===== src/rtl/haar_pkg.sv =====
// Shared types and width derivations for the weighted Haar-feature accumulator.
package haar_pkg;
  localparam int W_DATA_DEF   = 18;
  localparam int W_WEIGHT_DEF = 3;
  localparam int MAX_RECT_DEF = 3;
  localparam int W_SHIFT_DEF  = 12;

  typedef enum logic [1:0] {CORNER_A, CORNER_B, CORNER_C, CORNER_D} corner_t;

  // Bit i set means corner i is subtracted: A - B + C - D.
  localparam logic [3:0] CORNER_NEG = 4'b1010;

  function automatic int w_rs(input int w_data);
    return w_data + 2;
  endfunction

  function automatic int w_nrect(input int max_rect);
    return $clog2(max_rect + 1);
  endfunction

  function automatic int w_facc(input int w_data, input int w_weight, input int max_rect);
    return w_data + 2 + w_weight + $clog2(max_rect + 1);
  endfunction

  function automatic int w_dout(input int w_data, input int w_weight, input int max_rect,
                                input int w_shift);
    return w_data + 2 + w_weight + $clog2(max_rect + 1) + w_shift;
  endfunction
endpackage


===== src/rtl/haar_rect_acc.sv =====
// Corner counter and signed rectangle-sum accumulation; strobes on the corner-D transfer.
module haar_rect_acc
  import haar_pkg::*;
#(
  parameter int W_DATA = W_DATA_DEF,
  localparam int W_RS  = W_DATA + 2
) (
  input  logic                   clk,
  input  logic                   rst,
  input  logic                   xfer_i,
  input  logic [W_DATA-1:0]      din_i,
  output corner_t                cnt_o,
  output logic signed [W_RS-1:0] rs_o,
  output logic                   done_o
);
  corner_t                cnt_q, cnt_d;
  logic signed [W_RS-1:0] rs_q, rs_d;
  logic signed [W_RS-1:0] base, term;

  always_comb begin
    base  = (cnt_q == CORNER_A) ? '0 : rs_q;
    term  = W_RS'($signed({1'b0, din_i}));
    rs_d  = CORNER_NEG[cnt_q] ? (base - term) : (base + term);
    cnt_d = corner_t'(cnt_q + 2'd1);
  end

  always_ff @(posedge clk) begin
    if (rst) begin
      cnt_q <= CORNER_A;
      rs_q  <= '0;
    end else if (xfer_i) begin
      cnt_q <= cnt_d;
      rs_q  <= rs_d;
    end
  end

  // rs_o carries the completed A-B+C-D value in the corner-D cycle.
  assign cnt_o  = cnt_q;
  assign rs_o   = rs_d;
  assign done_o = xfer_i && (cnt_q == CORNER_D);
endmodule


===== src/rtl/haar_feature_sum.sv =====
// Weights each rectangle sum, accumulates up to MAX_RECT rectangles per feature and
// presents the scaled result on a registered valid/ready port.
module haar_feature_sum
  import haar_pkg::*;
#(
  parameter int W_DATA   = W_DATA_DEF,
  parameter int W_WEIGHT = W_WEIGHT_DEF,
  parameter int MAX_RECT = MAX_RECT_DEF,
  parameter int W_SHIFT  = W_SHIFT_DEF,
  localparam int W_RS    = w_rs(W_DATA),
  localparam int W_NR    = w_nrect(MAX_RECT),
  localparam int W_FACC  = w_facc(W_DATA, W_WEIGHT, MAX_RECT),
  localparam int W_DOUT  = w_dout(W_DATA, W_WEIGHT, MAX_RECT, W_SHIFT)
) (
  input  logic                     clk,
  input  logic                     rst,
  input  logic                     din_valid,
  output logic                     din_ready,
  input  logic [W_DATA-1:0]        din_data,
  input  logic                     din_last,
  input  logic                     weight_valid,
  output logic                     weight_ready,
  input  logic signed [W_WEIGHT-1:0] weight,
  output logic                     dout_valid,
  input  logic                     dout_ready,
  output logic signed [W_DOUT-1:0] dout_data,
  output logic [W_NR-1:0]          dout_nrect,
  output logic                     err
);
  localparam int W_PROD = W_WEIGHT + W_RS;

  corner_t                  cnt;
  logic signed [W_RS-1:0]   rs;
  logic                     rect_done, xfer, end_cond;
  logic signed [W_PROD-1:0] prod;
  logic signed [W_FACC-1:0] facc_q, facc_d, facc_sum;
  logic [W_NR-1:0]          rcnt_q, rcnt_d;
  logic                     dout_valid_q, dout_valid_d, err_q, err_d;
  logic signed [W_DOUT-1:0] dout_data_q, dout_data_d;
  logic [W_NR-1:0]          dout_nrect_q, dout_nrect_d;

  haar_rect_acc #(.W_DATA(W_DATA)) u_rect (
    .clk   (clk),
    .rst   (rst),
    .xfer_i(xfer),
    .din_i (din_data),
    .cnt_o (cnt),
    .rs_o  (rs),
    .done_o(rect_done)
  );

  // Only a feature-ending corner D needs the output slot free.
  assign end_cond     = din_last || (rcnt_q == W_NR'(MAX_RECT - 1));
  assign din_ready    = (cnt != CORNER_D) ||
                        (weight_valid && (!end_cond || !dout_valid_q || dout_ready));
  assign xfer         = din_valid && din_ready;
  assign weight_ready = din_valid && (cnt == CORNER_D) && din_ready;

  always_comb begin
    prod         = W_PROD'(weight) * W_PROD'(rs);
    facc_sum     = facc_q + W_FACC'(prod);
    facc_d       = facc_q;
    rcnt_d       = rcnt_q;
    dout_valid_d = dout_valid_q && !dout_ready;
    dout_data_d  = dout_data_q;
    dout_nrect_d = dout_nrect_q;
    err_d        = err_q || (xfer && (cnt != CORNER_D) && din_last);
    if (rect_done) begin
      if (end_cond) begin
        facc_d       = '0;
        rcnt_d       = '0;
        dout_valid_d = 1'b1;
        dout_data_d  = W_DOUT'(facc_sum) <<< W_SHIFT;
        dout_nrect_d = rcnt_q + W_NR'(1);
      end else begin
        facc_d = facc_sum;
        rcnt_d = rcnt_q + W_NR'(1);
      end
    end
  end

  always_ff @(posedge clk) begin
    if (rst) begin
      facc_q       <= '0;
      rcnt_q       <= '0;
      dout_valid_q <= 1'b0;
      dout_data_q  <= '0;
      dout_nrect_q <= '0;
      err_q        <= 1'b0;
    end else begin
      facc_q       <= facc_d;
      rcnt_q       <= rcnt_d;
      dout_valid_q <= dout_valid_d;
      dout_data_q  <= dout_data_d;
      dout_nrect_q <= dout_nrect_d;
      err_q        <= err_d;
    end
  end

  assign dout_valid = dout_valid_q;
  assign dout_data  = dout_data_q;
  assign dout_nrect = dout_nrect_q;
  assign err        = err_q;
endmodule


===== config.mk =====
export PLATFORM = sky130hd
export DESIGN_NAME = haar_feature_sum
export DESIGN_NICKNAME = d
export VERILOG_FILES = /design/src/rtl/haar_pkg.sv /design/src/rtl/haar_rect_acc.sv /design/src/rtl/haar_feature_sum.sv
export SDC_FILE = /design/constraint.sdc
export NUM_CORES = 1
export LEC_CHECK = 0
export BUFFER_PORTS_ARGS = -buffer_cell sky130_fd_sc_hd__clkbuf_2
export CORE_MARGIN = 5
export CORE_UTILIZATION = 50
export DETAILED_ROUTE_END_ITERATION = 10
export PLACE_DENSITY = 0.69
export SLEW_MARGIN = 20
export SYNTH_ARGS = -nofsm -noshare
export SYNTH_HDL_FRONTEND = slang
export SYNTH_SLANG_ARGS = --single-unit

===== constraint.sdc =====
create_clock -name clk -period 17 [get_ports clk]
set_input_delay 0.85 -clock clk [delete_from_list [all_inputs] [get_ports clk]]
set_output_delay 0.85 -clock clk [all_outputs]
set_load 0.01 [all_outputs]

Yosys cells after proc, flatten, opt, wreduce, memory -nomap -nowiden:

Cells that the tools add are included.

* register bits: 78
* input port bits: 27
* output and inout bits: 43
* logic and storage cells: 44

* add/subtract/negate cells: 5
* multiply operators: 1
* magnitude comparators: 1
* equal/unequal tests: 3
* muxes and demuxes: 8
* reduce and logical (&&, ||, !) cells: 18

Operator list (count)
* 20-bit 2-to-1 mux: 2
* 25-bit by 23-bit adder with 25-bit output: 1
* 25-bit 2-to-1 mux: 1
* 3-bit by 20-bit multiplier with 23-bit output: 1
* 20-bit by 19-bit adder with 20-bit output: 1
* 20-bit by 19-bit subtractor with 20-bit output: 1
* 1-bit logical AND: 8
* 1-bit logical OR: 5
* 2-bit by 1-bit adder with 2-bit output, second input constant: 2
* 2-bit equality test, second input constant: 2
* 1-bit logical NOT: 3
* 2-bit by 3-bit < comparator with 1-bit output, second input constant: 1
* 1-bit 2-to-1 mux: 3
* 1-bit binary-select mux with 2-bit select: 1
* 2-bit logical NOT: 1
* 2-bit 2-to-1 mux: 1
* 2-bit != test, second input constant: 1
* 2-bit AND reduction: 1

Depth between registers and ports, before layout:

* depth in word-level cells: 11
* depth in mapped cells: 29
* depth with buffers taken out: 27

Cells and area by module:

A second synthesis with hierarchy kept.

* cells, all modules: 843
* area, all modules: 7297.0 um^2

By module, submodules not included
* haar_feature_sum: times used 1, cells each 537, area each 4837.1 um^2, sequential area each 1121.1 um^2
* haar_rect_acc: times used 1, cells each 306, area each 2459.9 um^2, sequential area each 440.4 um^2

Worst setup path after synthesis:

Ideal clock, no wire load.

* path type: register -> register
* from: reg u_rect.cnt_q[0], in the netlist u_rect.cnt_o[0]
* to: reg facc_q[24]
* library setup time: 0.117 ns
* data arrival time: 6.536 ns
* required time: 16.883 ns
* setup slack: 10.347 ns
* stages on the path, launching flop included: 29
* path buffers: 5
* period minus slack after synthesis: 6.653 ns
* cell sequence: dfxtp_1 > clkbuf_1 > buf_1 > inv_1 > ha_1 > clkbuf_1 > clkbuf_1 > nand2b_1 > ha_1 > fa_1 > nor2b_1 > o2111ai_1 > and3_1 > or2_2 > o211ai_1 > nand3_1 > and3_1 > fa_1 > fa_1 > ha_1 > ha_1 > clkbuf_1 > inv_1 > o21bai_1 > a21o_1 > a221oi_1 > o31ai_4 > xor2_1 > a22o_1

* longest elaborated chain between the ends: 7
* elaborated cells between the ends (all ways): 15
* classes of those cells: add/sub (3); mul (1); eq/ne (2); mux (5); reduce/logical (4)

RTL lines
* from (decl): RTL line haar_rect_acc.sv:16 `corner_t cnt_q, cnt_d;`
* from (signal assigned): RTL line haar_rect_acc.sv:32 `cnt_q <= cnt_d;`
* 2-bit logical NOT: RTL line haar_rect_acc.sv:21 `base = (cnt_q == CORNER_A) ? '0 : rs_q;`
* 20-bit 2-to-1 mux: RTL line haar_rect_acc.sv:21
* 20-bit by 19-bit adder with 20-bit output or 20-bit by 19-bit subtractor with 20-bit output (tied branches): RTL line haar_rect_acc.sv:23 `rs_d = CORNER_NEG[cnt_q] ? (base - term) : (base + term);`
* 20-bit 2-to-1 mux: RTL line haar_rect_acc.sv:23
* 3-bit by 20-bit multiplier with 23-bit output: RTL line haar_feature_sum.sv:60 `prod = W_PROD'(weight) * W_PROD'(rs);`
* 25-bit by 23-bit adder with 25-bit output: RTL line haar_feature_sum.sv:61 `facc_sum = facc_q + W_FACC'(prod);`
* 25-bit 2-to-1 mux: RTL line haar_feature_sum.sv:69 `if (end_cond) begin`
* to (signal assigned): RTL line haar_feature_sum.sv:84 `facc_q <= '0;`
* to (signal assigned): RTL line haar_feature_sum.sv:91 `facc_q <= facc_d;`
* to (decl): RTL line haar_feature_sum.sv:36 `logic signed [W_FACC-1:0] facc_q, facc_d, facc_sum;`

Parallel ways exist; a longest one is shown, timed or not. The select of a mux whose other input is x is not followed.
A chain may end at the register's enable or synchronous reset.

Final worst setup path:

* from: in din_data[5]
* to: reg facc_q[24]

* longest elaborated chain between the ends: 5
* elaborated cells between the ends (all ways): 6
* classes of those cells: add/sub (3); mul (1); mux (2)

RTL lines
* from (decl): RTL line haar_feature_sum.sv:19 `input logic [W_DATA-1:0] din_data,`
* 20-bit by 19-bit adder with 20-bit output or 20-bit by 19-bit subtractor with 20-bit output (tied branches): RTL line haar_rect_acc.sv:23
* 20-bit 2-to-1 mux *: RTL line haar_rect_acc.sv:23
* 3-bit by 20-bit multiplier with 23-bit output *: RTL line haar_feature_sum.sv:60
* 25-bit by 23-bit adder with 25-bit output *: RTL line haar_feature_sum.sv:61
* 25-bit 2-to-1 mux *: RTL line haar_feature_sum.sv:69

Mark *: on every way between the ends. The rest lies on a longest branch, timed or not.

==> impl_metrics.toml <==
[status]
status = "complete, no violations"

[synthesis]
ys_top_cells_by_area = "dfxtp_1 (22%), ha_1 (12%), fa_1 (12%), xnor2_1 (5.1%), nand2_1 (4.6%)"
synth.distinct_cells = 69
synth_cells = 880
synth_flop_cell = "dfxtp_1"
ys_seq_area_share_pct = 21.5
synth.avg_cell_area_um2 = 8.24
yosys_register_bits = 78
synth_top_area_share_pct = 21.5
yosysMostFrequentCell = "nand2_1"
yosysTopAreaCell = "dfxtp_1"
synthArstFlopShare_pct = 0
synth_area_um2 = 7250
synth_common_cells = "nand2_1 (89), nor2_1 (79), dfxtp_1 (78), ha_1 (72), a21oi_1 (65)"
yosysWarnings = 0
synth_edf_count = 0

[sta]
fin_crit_ns = 6.50
fmax_mhz = 154
fin_tns_setup_ns = 0
relSlewSlack_pct = 27.3
period_share_pct = 38.2
hold_viol = 0
rsz0062_at_grt = "no"
tightest_slew_ns = 1.09
drv_slew = 0
setup_viol = 0
fin_skew_ns = 0.0127

[cts]
clk-insertion-delay-late_ns = 0.35
cts_setup_buffers = 0
cts_resized = 0
hold_buffers = 0
clkTransAtPathRegs_ns = 0.06
clockBufferDepth = 2
cts.sinks = 78
htree_levels = 3
clockRootBuffer = "clkbuf_16"
cts_made_buffers = 9
cts_tree = "built"

[critical_path]
max_stage_delay_ns = 0.57
worst-path-max-fanout = 9
cp_common_cell = "ha_1"
critPathRequiredTime_ns = 17.24
path_cells = "clkbuf_2 > nor4_4 > and3_1 > a21oi_1 > xnor2_1 > ha_1 > a21o_1 > a211oi_1 > o21ai_0 > a31oi_1 > o21ai_0 > xor2_1 > and2_1 > fa_1 > fa_1 > ha_1 > ha_1 > and2_1 > and3_1 > a221oi_1 > o31ai_4 > xor2_1 > a22o_1"
cp_slowest_cell = "fa_1"
cp.arrival_ns = 6.74
crit_path_start_kind = "input port"
critPathCaptureType = "flop"
crit_type = "input port to flop"

[drt]
wl_per_cell_um = 15.5
via_count = 6091
routed_wl_um = 17000
ant_nets = 0
routed_via_density = 5.56
drc = 0
drt-pass1-iter-count = 4
drt_iter0_markers = 374

[global_route]
grt_pass1_vias = 5730
grt_pass1_wl_um = 28100
antenna_found_initial = 0
grt_max_degree = 65
track_usage_pct = 20.5
overflow = 0

[hold_path]
hold_class = "flop to flop"

[place]
gp_congestion = 0.897
placed_cell_area_um2 = 7590
portBuffers = 57
post-dp-hpwl_um = 13200

[floorplan]
die_width_um = 130
boundaryPins = 70
fp.dieH_um = 130
core_um2 = 14400
start_util_pct = 50.5
rows = 44
die_area_um2 = 17000

[pwr]
vdd_drop_max_mv = 0.0704
power_density_nw_per_um2 = 122
total_power_uw = 970
leakagePower_uw = 0.00363

[run]
max_cap_violations = 0

[final_layout]
nets = 1050
drive_gt1_share_pct = 10.7
design_area_um2 = 7940
fillers = 1389
area_growth_pct = 9.40
diodes = 0
logic make-up (layout without fill, tap and decap cells):
group | after synthesis | in the layout | synth area share [%]
AO/OA/AOI/OAI | 211 | 211 | 19.9
AND/OR/NAND/NOR | 300 | 300 | 20.1
multiplexers | 3 | 3 | 0.431
flip-flops | 78 | 78 | 21.5
adder cells (fa/ha/maj) | 116 | 116 | 24.6
buffers and inverters | 116 | 137 | 6.73
XOR/XNOR | 55 | 55 | 6.74
other | 1 | 12 | 0.0517
final timing paths:
| path | cells after the start | to | slack (ns) | from |
|---|---|---|---|---|
| setup reg to reg | 24 | dout_data[35]$_SDFFE_PP0P_ | 10.77 | u_rect.cnt_o[0]$_SDFFE_PP0P_ |
| hold reg to reg | 2 | u_rect.rs_q[4]$_SDFFE_PP0P_ | 0.45 | u_rect.rs_q[4]$_SDFFE_PP0P_ |
| setup / recovery | 23 | facc_q[24]$_SDFFE_PP0P_ | 10.50 | din_data[5] |
| hold / removal | 2 | u_rect.rs_q[4]$_SDFFE_PP0P_ | 0.45 | u_rect.rs_q[4]$_SDFFE_PP0P_ |
metal layers:
metal  wire length, um  part of all wire (%)  vias up  GRT usage, %
met2              8150                    48      102          34.1
li1                  -                     -     3091             -
met5                 0                     0        -             0
met3               616                   3.6       18          4.51
met4               236                   1.4        0          4.30
met1              8040                    47     2880          27.6
metrics by stage:
stage / cells / worst slack [ns] / hold WS (ns) / util (%)
detailed placement: 1080 / 10.10 / 0.442 / 52.8
floorplan: 891 / 10.35 / 0.432 / -
CTS: 1096 / 10.46 / 0.454 / 55.2
finish: 1096 / 10.50 / 0.449 / 55.2
global route: 1096 / 10.06 / 0.468 / 55.2
global placement: 1080 / 10.16 / 0.438 / 52.8
registers in the layout, indices dropped and copies added (netlist names):
signal and cells:
dout_data 25, dout_valid 1, dout_nrect 2, err 1, rcnt_q 2, u_rect.rs_q 20
u_rect.cnt_o 2, facc_q 25
cell type report:
class | count | area [um2] | share of cell area, %
Multi-Input combinational cell | 697 | 5250 | 66.2
Sequential cell | 78 | 1560 | 19.7
Timing Repair Buffer | 62 | 323 | 4.07
Clock buffer | 10 | 239 | 3.01
Tap cell | 184 | 230 | 2.90
Inverter | 59 | 221 | 2.79
Clock inverter | 6 | 109 | 1.37
where the power goes:
| part | total [uW] | switching, uW | internal, uW |
|---|---|---|---|
| clock | 228 | 80.7 | 147 |
| combinational | 548 | 328 | 220 |
| sequential | 194 | 3.35 | 191 |
cell usage in the layout (no fill, tap or decap), types with 4 or more instances in the layout:
master / count
clkbuf_2: 57
conb_1: 12
and2_1: 26
o31ai_1: 5
nor2b_1: 21
nor2_1: 78
nand2b_1: 10
or2_2: 4
and3_1: 12
fa_1: 44
a22oi_1: 11
ha_1: 72
nor3_1: 12
o211ai_1: 6
a21oi_1: 65
a211oi_1: 11
a22o_1: 12
o21a_1: 9
inv_1: 58
nand4_1: 15
xnor2_1: 42
clkbuf_16: 9
nand3_1: 14
nand2_1: 89
a21o_1: 15
o21bai_1: 8
nor4_1: 5
o21ai_0: 19
buf_4: 5
a31oi_1: 15
dfxtp_1: 78
xor2_1: 12
worst max-delay path, delay by kind of cell:
| kind | cells | cell delay [ns] |
|---|---|---|
| AOI/OAI and AO/OA | 9 | 1.77 |
| xor gates and xnor gates | 3 | 0.61 |
| adders and majority gates | 5 | 2.08 |
| buffers and inverters | 1 | 0.11 |
| and+or+nand+nor | 5 | 1.31 |
No activity file was read; power rests on OpenSTA's default activity.
